[src/rtl/key_conditioner.sv]
// Button conditioner: polarity fix, two-flop synchroniser and per-key debounce FSM.
// Produces clean key levels plus one-cycle press/release strobes for game_logic.
module key_conditioner #(
   parameter int KEYS_W          = 3,
   parameter int BOARD_CLK_MHZ   = 25,
   parameter int DEBOUNCE_US     = 10000,
   parameter int ACTIVE_LOW_KEYS = 1
) (
   input  logic              clk_i,
   input  logic              rst_ni,
   input  logic [KEYS_W-1:0] keys_raw_i,
   output logic [KEYS_W-1:0] keys_o,
   output logic [KEYS_W-1:0] press_o,
   output logic [KEYS_W-1:0] release_o,
   output logic              any_key_o
);

   localparam int DB_CYCLES = BOARD_CLK_MHZ * DEBOUNCE_US;
   localparam int CNT_W     = $clog2(DB_CYCLES + 1);
   localparam logic [CNT_W-1:0] CNT_LAST = CNT_W'(DB_CYCLES - 1);

   if (DB_CYCLES < 2) begin : g_db_check
      $error("key_conditioner: DB_CYCLES must be at least 2");
   end

   typedef enum logic {STABLE, CHECK} state_e;

   state_e            state_q [KEYS_W];
   state_e            state_d [KEYS_W];
   logic [CNT_W-1:0]  cnt_q   [KEYS_W];
   logic [CNT_W-1:0]  cnt_d   [KEYS_W];

   logic [KEYS_W-1:0] pressed_raw;
   logic [KEYS_W-1:0] sync1_q, sync2_q;
   logic [KEYS_W-1:0] keys_q, keys_d;
   logic [KEYS_W-1:0] press_q, press_d;
   logic [KEYS_W-1:0] release_q, release_d;
   logic              any_q;
   logic [KEYS_W-1:0] diff;
   logic [KEYS_W-1:0] done;

   // Polarity is fixed before the synchroniser so both flops see "1 = pressed".
   assign pressed_raw = (ACTIVE_LOW_KEYS != 0) ? ~keys_raw_i : keys_raw_i;
   assign diff        = sync2_q ^ keys_q;

   always_ff @(posedge clk_i or negedge rst_ni) begin
      if (!rst_ni) begin
         sync1_q   <= '0;
         sync2_q   <= '0;
         keys_q    <= '0;
         press_q   <= '0;
         release_q <= '0;
         any_q     <= 1'b0;
         for (int k = 0; k < KEYS_W; k++) begin
            state_q[k] <= STABLE;
            cnt_q[k]   <= '0;
         end
      end else begin
         sync1_q   <= pressed_raw;
         sync2_q   <= sync1_q;
         keys_q    <= keys_d;
         press_q   <= press_d;
         release_q <= release_d;
         any_q     <= |keys_d;
         for (int k = 0; k < KEYS_W; k++) begin
            state_q[k] <= state_d[k];
            cnt_q[k]   <= cnt_d[k];
         end
      end
   end

   // A key completes its debounce when the last counted edge still disagrees.
   always_comb begin
      done = '0;
      for (int k = 0; k < KEYS_W; k++) begin
         done[k] = (state_q[k] == CHECK) && diff[k] && (cnt_q[k] == CNT_LAST);
      end
   end

   always_comb begin
      for (int k = 0; k < KEYS_W; k++) begin
         state_d[k] = state_q[k];
         cnt_d[k]   = cnt_q[k];
         case (state_q[k])
            STABLE: begin
               if (diff[k]) begin
                  state_d[k] = CHECK;
                  cnt_d[k]   = CNT_W'(1);
               end else begin
                  cnt_d[k]   = '0;
               end
            end
            CHECK: begin
               if (!diff[k] || done[k]) begin
                  state_d[k] = STABLE;
                  cnt_d[k]   = '0;
               end else begin
                  cnt_d[k]   = cnt_q[k] + CNT_W'(1);
               end
            end
            default: begin
               state_d[k] = STABLE;
               cnt_d[k]   = '0;
            end
         endcase
      end
   end

   always_comb begin
      keys_d    = keys_q ^ done;
      press_d   = done & ~keys_q;
      release_d = done & keys_q;
   end

   assign keys_o    = keys_q;
   assign press_o   = press_q;
   assign release_o = release_q;
   assign any_key_o = any_q;

endmodule

[config.mk]
export PLATFORM = sky130hd
export DESIGN_NAME = key_conditioner
export DESIGN_NICKNAME = d
export VERILOG_FILES = /design/src/rtl/key_conditioner.sv
export SDC_FILE = /design/constraint.sdc
export NUM_CORES = 1
export LEC_CHECK = 0
export CAP_MARGIN = 25
export CELL_PAD_IN_SITES_DETAIL_PLACEMENT = 1
export CELL_PAD_IN_SITES_GLOBAL_PLACEMENT = 1
export CORE_MARGIN = 5
export CORE_UTILIZATION = 48
export DETAILED_ROUTE_END_ITERATION = 8
export GPL_TIMING_DRIVEN = 0
export HOLD_SLACK_MARGIN = 0.03
export PLACE_DENSITY_LB_ADDON = 0.1
export SETUP_SLACK_MARGIN = 0.1
export SYNTH_ARGS = -nofsm -noshare
export SYNTH_HDL_FRONTEND = slang
export SYNTH_SLANG_ARGS = --single-unit
[constraint.sdc]
create_clock -name clk_i -period 4.82 [get_ports clk_i]
set_clock_uncertainty 0.2 [all_clocks]
set_input_delay 0.482 -clock clk_i [delete_from_list [all_inputs] [get_ports clk_i]]
set_output_delay 0.482 -clock clk_i [all_outputs]
set_load 0.02 [all_outputs]
==> After elaboration in Yosys (flattened, before gate mapping) <==
Cells that the tools add are included.
{ "op_classes": {"n_addsub": 3, "eq_ne": 3, "n_mux": 18, "bitwise": 9, "n_reduce_logical": 13} }
{ "ops": {"columns": ["op", "n"], "rows": [
  ["$pmux 18 s2", 3],
  ["$add 18x1->18 const B", 3],
  ["$eq 18x18->1 const B", 3],
  ["$mux 18", 3],
  ["$mux 1", 9],
  ["$and 3x3->3", 2],
  ["$logic_and 1x1->1", 6],
  ["$not 3->3", 2],
  ["$pmux 1 s2", 3],
  ["$xor 3x3->3", 2],
  ["$logic_not 1->1", 3],
  ["$logic_or 1x1->1", 3],
  ["$not 1->1", 3],
  ["$reduce_or 3->1", 1]
]} }
{ "word_totals": {"reg_bits": 73, "out_inout_bits": 10, "elab_cells": 58} }

==> Longest topological paths before layout <==
Gate-level depths: netlist (run 1).
{ "logic_depth": {"word_depth": 6, "mapped_depth": 7, "depth_no_buf": 6} }

==> Worst setup path before layout (run 1) <==
No wires, ideal clock.
{ "synth_path": {"path_type": "reg-to-reg", "startpoint": "reg cnt_q[36] in the netlist's numbering", "endpoint": "reg any_q (netlist: any_key_o)", "setup_ns": 0.124, "arrival_ns": 1.651, "setup_slack_ns": 2.845, "stages_incl_launch_ff": 8, "path_buffers": 1, "synth_period_minus_slack_ns": 1.975, "path_cell_list": "dfrtp_1 -> ha_1 -> nand3_1 -> clkbuf_1 -> nor4_1 -> and2_1 -> ha_1 -> nand3_1"} }
{ "synth_via": {"elab_chain_len": 4} }
{ "synth_rtl": {"columns": ["element", "line_no", "source"], "rows": [
  ["start: declaration", "30", "logic [CNT_W-1:0] cnt_q [KEYS_W];"],
  ["start signal: indexed assignment", "67", "cnt_q[k] <= cnt_d[k];"],
  ["$eq 18x18->1", "76", "done[k] = (state_q[k] == CHECK) && diff[k] && (cnt_q[k] == CNT_LAST);"],
  ["$logic_and 1x1->1", "76", null],
  ["$xor 3x3->3", "110", "keys_d = keys_q ^ done;"],
  ["$reduce_or 3->1", "64", "any_q <= |keys_d;"],
  ["end signal: assignment", "64", null],
  ["end: declaration", "38", "logic any_q;"]
]} }
No other way between the ends.

==> Worst setup path after layout (run 1) <==
Ends and elaborated chain as after synthesis.

==> impl_metrics.json, run 1 <==
{
  "reg2reg_from": "cnt_q[36]",
  "stdcell_area_mm2": 0.003984,
  "insertion_delay_ns": 0.34,
  "ff2ff_path_depth": 7,
  "crit_end": "any_key_o",
  "crit_path_end_kind": "flip-flop",
  "die_h_um": 95.25,
  "critPathMaxFanout": 10,
  "num_antenna_cells": 0,
  "port-buffer-count": 14,
  "tightest_slew_ns": 0.5638,
  "yosysTopAreaCellShare_pct": 52.37,
  "synth_flop_cell": "dfrtp_1",
  "rows": 31,
  "worst-r2r-setup-slack_ns": 2.54,
  "drt-initial-drc-count": 62,
  "nFillCells": 810,
  "postSynthCellCount": 330,
  "grt_max_degree": 43,
  "leakage_uw": 0.001582,
  "post-route-drc-count": 0,
  "vias": 2471,
  "design.core.area_mm2": 0.007176,
  "crit_chain": "ha_1, nand3_1, clkbuf_1, nor4_1, and2_1, ha_1, nand3_1",
  "timing.fmax_mhz": 438.8,
  "pwr-share-comb_pct": 3.6,
  "layout.nets": 371,
  "netlist_top_cells_area": "dfrtp_1 (52%), xnor2_1 (8.3%), nor2_1 (5.8%)",
  "area_growth_pct": 14.20,
  "power_density_mw_per_mm2": 290.1,
  "cap_viol_max_count": 0,
  "dieArea_mm2": 0.009073,
  "cellInternalPower_uw": 892.6,
  "antenna_found_initial": 0,
  "slowest_delay_ns": 0.40,
  "wl_per_cell_um": 15.15,
  "start_util_pct": 48.61,
  "report.final.hold_viol_count": 0,
  "power_frac_seq_pct": 54.2,
  "post-cts-setup-buffers": 0,
  "rsz0062_at_grt": "false",
  "fin_crit_sh_pct": 47.28,
  "post_dp_cell_area_mm2": 0.003770,
  "firstDrtPassIters": 4,
  "pin_count": 15,
  "synth_area_per_cell_um2": 10.57,
  "ys_seq_area_share_pct": 52.37,
  "max-vdd-ir-drop_uv": 152.9,
  "status": "complete, no violations",
  "p_switching_uw": 263.1,
  "ys_ff_latch": 73,
  "worst_ep_required_time_ns": 4.90,
  "clk_path_buf_depth": 2,
  "period_needed_ns": 2.279,
  "final.setup.tns_ns": 0,
  "ctsHoldBuffers": 1,
  "fp.dieW_um": 95.25,
  "grt_overflow": 0,
  "viasPerCell": 5.360,
  "cts-root-buf": "clkbuf_8",
  "cp-startpoint": "cnt_q[36]",
  "htree_levels": 3,
  "synth_area_mm2": 0.003488,
  "drive_gt1_share_pct": 8.011,
  "worstPathArrival_ns": 2.36,
  "cpMaxStageDelayCell": "dfrtp_1",
  "grt_pass1_wl_um": 12440,
  "cts_tree": "done",
  "min_path_type": "reg -> reg",
  "ant_nets": 0,
  "startpoint_type": "flip-flop",
  "synth_area_leader_cell": "dfrtp_1",
  "cts_buffers": 9,
  "final-setup-viol-count": 0,
  "syn_nets": 344,
  "sw_frac_of_total_pct": 22.76,
  "totalWireLength_um": 6983,
  "ys_types": 36,
  "grt_pass1_vias": 2647,
  "synth_edf_count": 0,
  "cts_sinks": 73,
  "yosysWarnings": 0,
  "cts_resized": 0,
  "place_congestion": 0.7704,
  "synth-async-reset-ratio_pct": 100.0,
  "r2r_end": "any_key_o",
  "grt_use_total_pct": 17.61,
  "clk_pin_slew_ns": 0.08,
  "crit_type": "reg -> reg",
  "slew_violations": 0,
  "slew_headroom_pct": 62.28,
  "dp_hpwl_um": 4994,
  "timing.hold.ws_ns": 0.1540,
  "clock_power_share_pct": 42.2
}
[Yosys cell counts (4+ instances only)]
cell and instances:
clkbuf_1 4, and3_1 4, and4_1 4, nand3_1 19
nand4_1 15, and2_1 4, xnor2_1 33, nor3_1 10
dfrtp_1 73, nor4_1 18, nor2_1 54, nor4b_1 4
ha_1 9, inv_1 14, xor2_1 13, a21oi_1 6
nand2_1 14
[power by group through the flow]
stage	Combinational, uW	Sequential (uW)	Clock, uW
global route	48.8	627	538
detailed placement	42.9	639	0
finish	41.9	626	487
floorplan	20.3	637	0
CTS	43.9	626	510
global placement	40.3	638	0
[layout make-up]
cell class | count | area, um2 | area share, %
flip-flops and latches | 73 | 1827 | 45.85
multi-input cells | 235 | 1565 | 39.29
repair buffers | 16 | 167.7 | 4.209
clock buffers | 11 | 141.4 | 3.549
well taps | 99 | 123.9 | 3.109
clock inverters | 5 | 62.56 | 1.570
inverters | 14 | 52.55 | 1.319
plain buffers | 8 | 43.79 | 1.099
[how the worst min path moves through the flow]
| stage | start | end | depth (start not counted) |
|---|---|---|---|
| after detailed placement | sync1_q[0] | sync2_q[0] | 0 |
| final | sync1_q[2] | sync2_q[2] | 0 |
| after global routing | sync1_q[0] | sync2_q[0] | 0 |
| after global placement | sync1_q[1] | sync2_q[1] | 0 |
| after floorplan | rst_ni | any_key_o | 0 |
| after CTS | sync1_q[0] | sync2_q[0] | 0 |
[sequential cells by signal (all words and copies together), names as in the netlist]
signal / cells
cnt_q: 54
release_o: 3
any_key_o: 1
sync2_q: 3
state_q: 3
press_o: 3
keys_o: 3
sync1_q: 3
[stage by stage]
stage	utilization, %	total power [uW]	std cells	setup WS (ns)
CTS	55.52	1180	461	2.520
finish	55.52	1156	461	2.541
detailed placement	52.54	681.5	444	2.533
global placement	52.29	678.7	443	0.5561
global route	55.52	1214	461	2.326
floorplan	-	657.5	330	2.845
[per-layer routing]
metal | share of wire, % | GRT usage, %
met3 | 2.5 | 4.972
met2 | 50 | 29.56
met4 | 0.66 | 5.048
met1 | 47 | 22.15
met5 | 0 | 0
[placed cells by master (no fill, tap or decap), types with 4 or more instances in the layout]
cell type	instances
a21oi_1	6
and2_1	4
and3_1	4
and4_1	4
clkbuf_1	5
clkbuf_8	10
clkdlybuf4s50_1	13
dfrtp_1	73
ha_1	9
inv_1	14
nand2_1	14
nand3_1	19
nand4_1	15
nor2_1	54
nor3_1	10
nor4_1	18
nor4b_1	4
xnor2_1	33
xor2_1	13
[logic make-up (layout without fill, tap and decap cells)]
family	count (synthesis)	count (layout)	share of synthesized area, %
AOI/OAI and AO/OA	18	18	5.237
xor gates and xnor gates	46	46	11.55
adders and majority gates	9	9	3.228
buffers and inverters	22	54	2.761
DFF	73	73	52.37
and+or+nand+nor	162	162	24.86
[worst max-delay path, delay by kind of cell, from the launching register on]
| family | cells | cell delay [ns] |
|---|---|---|
| simple gates | 4 | 0.87 |
| flops | 1 | 0.40 |
| buf+inv | 1 | 0.28 |
| fa+ha+maj | 2 | 0.47 |
Note: power is estimated with default switching activity, not from simulation.
==> run 2, diff against run 1 <==
clock period = 2.4 ns   (was 4.82 ns; I/O delays follow)
==> impl_metrics.json, run 2 (same netlist as run 1, synthesis figures left out) <==
{
  "pin_count": 15,
  "htree_levels": 3,
  "critPathMaxFanout": 10,
  "port-buffer-count": 14,
  "layout.nets": 375,
  "insertion_delay_ns": 0.35,
  "crit_path_end_kind": "flip-flop",
  "wl_per_cell_um": 15.15,
  "layout_common_cells": "dfrtp_1 (73), nor2_1 (54), xnor2_1 (33)",
  "firstDrtPassIters": 4,
  "slew_violations": 0,
  "report.final.hold_viol_count": 0,
  "timing.fmax_mhz": 459.7,
  "dp_hpwl_um": 4994,
  "fin_util_pct": 56.34,
  "period_needed_ns": 2.175,
  "grt_pass1_wl_um": 12440,
  "drive_gt1_share_pct": 10.11,
  "vias": 2495,
  "grt_pass1_vias": 2649,
  "fin_crit_sh_pct": 90.64,
  "die_h_um": 95.25,
  "grt_max_degree": 43,
  "viasPerCell": 5.366,
  "crit_type": "reg -> reg",
  "largest_register_ffs": 54,
  "startpoint_type": "flip-flop",
  "timing.hold.ws_ns": 0.1555,
  "num_antenna_cells": 0,
  "area_growth_pct": 15.89,
  "grt_overflow": 0,
  "crit_buf_inv": 1,
  "clk_path_buf_depth": 2,
  "cts_sinks": 73,
  "cts_buffers": 9,
  "drt-initial-drc-count": 48,
  "mostFrequentLayoutCell": "dfrtp_1",
  "place_congestion": 0.7704,
  "finalPower_uw": 2332,
  "tightest_slew_ns": 0.4259,
  "critPathTopFamily": "simple AND/OR/NAND/NOR gates",
  "cts-root-buf": "clkbuf_8",
  "rows": 31,
  "antenna_found_initial": 0,
  "final.setup.tns_ns": 0,
  "final-setup-viol-count": 0,
  "design.core.area_mm2": 0.007176,
  "fp.dieW_um": 95.25,
  "worst_ep_required_time_ns": 2.49,
  "leakage_uw": 0.001619,
  "cts_tree": "done",
  "post-route-drc-count": 0,
  "min_path_type": "in -> async",
  "grt_use_total_pct": 17.61,
  "regMostFlops": "cnt_q",
  "cp-startpoint": "cnt_q[36]",
  "crit_chain": "ha_1, nand3_1, clkbuf_2, nor4_2, and2_1, ha_1, nand3_1",
  "dieArea_mm2": 0.009073,
  "slew_headroom_pct": 71.60,
  "slowest_delay_ns": 0.40,
  "reg2reg_from": "cnt_q[36]",
  "start_util_pct": 48.61,
  "totalWireLength_um": 7044,
  "ant_nets": 0,
  "status": "complete, no violations",
  "worstPathArrival_ns": 2.26,
  "clk_pin_slew_ns": 0.08,
  "cpMaxStageDelayCell": "dfrtp_1",
  "rsz0062_at_grt": "true",
  "power_density_mw_per_mm2": 576.8,
  "max-vdd-ir-drop_uv": 308.1,
  "cap_viol_max_count": 0
}
[run 2: worst register-to-register path, delay by kind of cell (launching register included)]
kind	cells	cell delay (ns)
fa+ha+maj	2	0.47
buf+inv	1	0.25
simple gates	4	0.80
flops	1	0.40
[run 2: power by group]
| group | internal, uW | total (uW) | switching (uW) |
|---|---|---|---|
| Combinational | 35.1 | 89.4 | 54.2 |
| Clock | 516 | 984 | 468 |
| Sequential | 1250 | 1260 | 12.7 |
| Total | 1800 | 2330 | 535 |
[run 2: area by class of cell]
| type | count | area, um2 |
|---|---|---|
| Fill cell | 813 | 3133 |
| Buffer | 8 | 45.04 |
| Tap cell | 99 | 123.9 |
| Clock buffer | 11 | 141.4 |
| Timing Repair Buffer | 20 | 197.7 |
| Inverter | 14 | 52.55 |
| Clock inverter | 5 | 62.56 |
| Multi-Input combinational cell | 235 | 1593 |
| Sequential cell | 73 | 1827 |
[run 2: metal layers]
layer / track usage, % / vias to the layer above / wire (um)
met3: 4.972 / 8 / 182
met4: 5.048 / 0 / 71
met1: 22.15 / 1242 / 3335
li1: - / 1226 / -
met2: 29.56 / 19 / 3454
met5: 0 / - / 0
[run 2: final timing paths]
path	depth (start not counted)	slack, ns	to
max in group asynchronous	3	1.28	cnt_q[44]
min in group clk_i	0	0.16	sync2_q[0]
max	7	0.22	any_key_o
max reg2reg	7	0.22	any_key_o
min	2	0.16	cnt_q[27]
min reg2reg	0	0.16	sync2_q[0]
[run 2: repair_timing]
action                                  in CTS  in global routing
endpoints found under the setup margin       1                 24
hold endpoints to repair                    73                  0
gates resized for setup                      1                  5
setup buffers                                0                  4
pin swaps                                    0                  2
hold buffers                                 1                  0
[run 2: stage by stage]
step | cells | instance area [um2] | setup WS, ns
5_1_grt | 465 | 4043 | 0.07935
2_1_floorplan | 330 | 3488 | 0.4246
3_5_place_dp | 444 | 3770 | 0.1132
3_3_place_gp | 443 | 3752 | -1.622
4_1_cts | 461 | 3990 | 0.1081
6_report | 465 | 4043 | 0.2245
==> run 3, diff against run 2 <==
CTS_BUF_LIST = sky130_fd_sc_hd__clkbuf_16   (was default)
DONT_BUFFER_PORTS = 1   (was default)
SLEW_MARGIN = 10   (was default)
==> impl_metrics.json, run 3 (same netlist as run 1, synthesis figures left out) <==
{
  "finalPower_uw": 2802,
  "area_growth_pct": 17.00,
  "ff2ff_path_depth": 6,
  "ant_nets": 0,
  "slew_violations": 0,
  "power_density_mw_per_mm2": 686.4,
  "tightest_slew_ns": 0.3998,
  "dp_slack_ns": 0.05513,
  "cts-root-buf": "clkbuf_16",
  "cts_sinks": 73,
  "firstDrtPassIters": 4,
  "post_dp_cell_area_mm2": 0.003612,
  "timing.fmax_mhz": 464.0,
  "status": "complete, no violations",
  "cap_viol_max_count": 0,
  "regMostFlops": "cnt_q",
  "leakage_uw": 0.001664,
  "setup_slack_ns": 0.2450,
  "clk_path_buf_depth": 2,
  "regArea_mm2": 0.001827,
  "worst-r2r-setup-slack_ns": 0.25,
  "grt_pass1_vias": 2527,
  "grt_max_degree": 74,
  "fp.dieW_um": 95.25,
  "grt_overflow": 0,
  "reg2reg_from": "cnt_q[41]",
  "pin_count": 15,
  "num_antenna_cells": 0,
  "post-route-drc-count": 0,
  "layout_common_cells": "dfrtp_1 (73), nor2_1 (54), xnor2_1 (33)",
  "final.setup.tns_ns": 0,
  "worst_ep_required_time_ns": 2.47,
  "rsz0062_at_grt": "true",
  "drive_gt1_share_pct": 10.14,
  "die_h_um": 95.25,
  "multiInputGateArea_mm2": 0.001609,
  "worstPathArrival_ns": 2.22,
  "largest_register_ffs": 54,
  "max-vdd-ir-drop_uv": 451.8,
  "slew_headroom_pct": 73.10,
  "wl_per_cell_um": 16.23,
  "startpoint_type": "flip-flop",
  "design.core.area_mm2": 0.007176,
  "drt-initial-drc-count": 66,
  "insertion_delay_ns": 0.33,
  "fin_crit_sh_pct": 89.79,
  "final-setup-viol-count": 0,
  "nFillCells": 790,
  "period_needed_ns": 2.155,
  "crit_type": "reg -> reg",
  "crit_path_end_kind": "flip-flop",
  "rows": 31,
  "start_util_pct": 48.61,
  "cts_buffers": 9,
  "mostFrequentLayoutCell": "dfrtp_1",
  "min_path_type": "reg -> reg",
  "dp_hpwl_um": 4766,
  "layout.nets": 364,
  "cp-startpoint": "cnt_q[41]",
  "dieArea_mm2": 0.009073,
  "grt_use_total_pct": 17.97,
  "vias": 2475,
  "clk_pin_slew_ns": 0.06,
  "totalWireLength_um": 7368,
  "viasPerCell": 5.452,
  "port-buffer-count": 0,
  "critPathMaxFanout": 5,
  "htree_levels": 3,
  "crit_end": "any_key_o",
  "antenna_found_initial": 0,
  "place_congestion": 0.7939,
  "stdcell_area_mm2": 0.004081,
  "cts_tree": "done",
  "hold_depth": 0,
  "r2r_end": "any_key_o",
  "grt_pass1_wl_um": 12500,
  "report.final.hold_viol_count": 0
}
[run 3: area by class of cell]
class | count | area share (%)
Buffer | 8 | 1.104
Clock buffer | 9 | 5.518
Clock inverter | 7 | 2.483
Inverter | 14 | 1.288
Multi-Input combinational cell | 235 | 39.42
Sequential cell | 73 | 44.76
Tap cell | 99 | 3.035
Timing Repair Buffer | 9 | 2.391
[run 3: where the power goes]
group | switching [uW] | internal (uW)
sequential | 14.8 | 1250
combinational | 56.2 | 34.6
clock | 526 | 922
total | 597 | 2200
[run 3: worst min-delay path by stage]
stage / from / end
after floorplan: rst_ni / any_key_o
after global placement: rst_ni / cnt_q[24]
after detailed placement: rst_ni / cnt_q[29]
after CTS: sync1_q[1] / sync2_q[1]
after global routing: sync1_q[1] / sync2_q[1]
final: sync1_q[1] / sync2_q[1]
[run 3: per-stage QoR]
stage / std cells / util, % / hold slack (ns)
3_3_place_gp: 429 / 50.34 / -0.2538
3_5_place_dp: 429 / 50.34 / -0.2533
4_1_cts: 450 / 55.92 / 0.1507
5_1_grt: 454 / 56.88 / 0.1563
6_report: 454 / 56.88 / 0.1478
2_1_floorplan: 330 / - / -0.2556
[run 3: critical path, stage by stage (launching register included)]
cell     delay [ns]
dfrtp_1        0.43
nor4b_1        0.34
nand4_1        0.31
nor4_4         0.24
and2_1         0.21
ha_1           0.27
nand3_1        0.09
[run 3: what timing repair did]
| action | CTS | global route |
|---|---|---|
| endpoints found under the setup margin | 1 | 23 |
| hold buffers | 5 | 0 |
| setup buffers | 0 | 4 |
| pin swaps | 0 | 2 |
| endpoints found under the hold margin | 76 | 0 |
| gates resized for setup | 1 | 8 |
[run 3: per-layer routing]
layer  GRT usage [%]  share of wire, %  up-vias
li1                -                 -     1199
met1           22.80                46     1251
met2           29.21                50       19
met3           5.604               2.7        6
met4           5.769               1.3        0
met5               0                 0        -
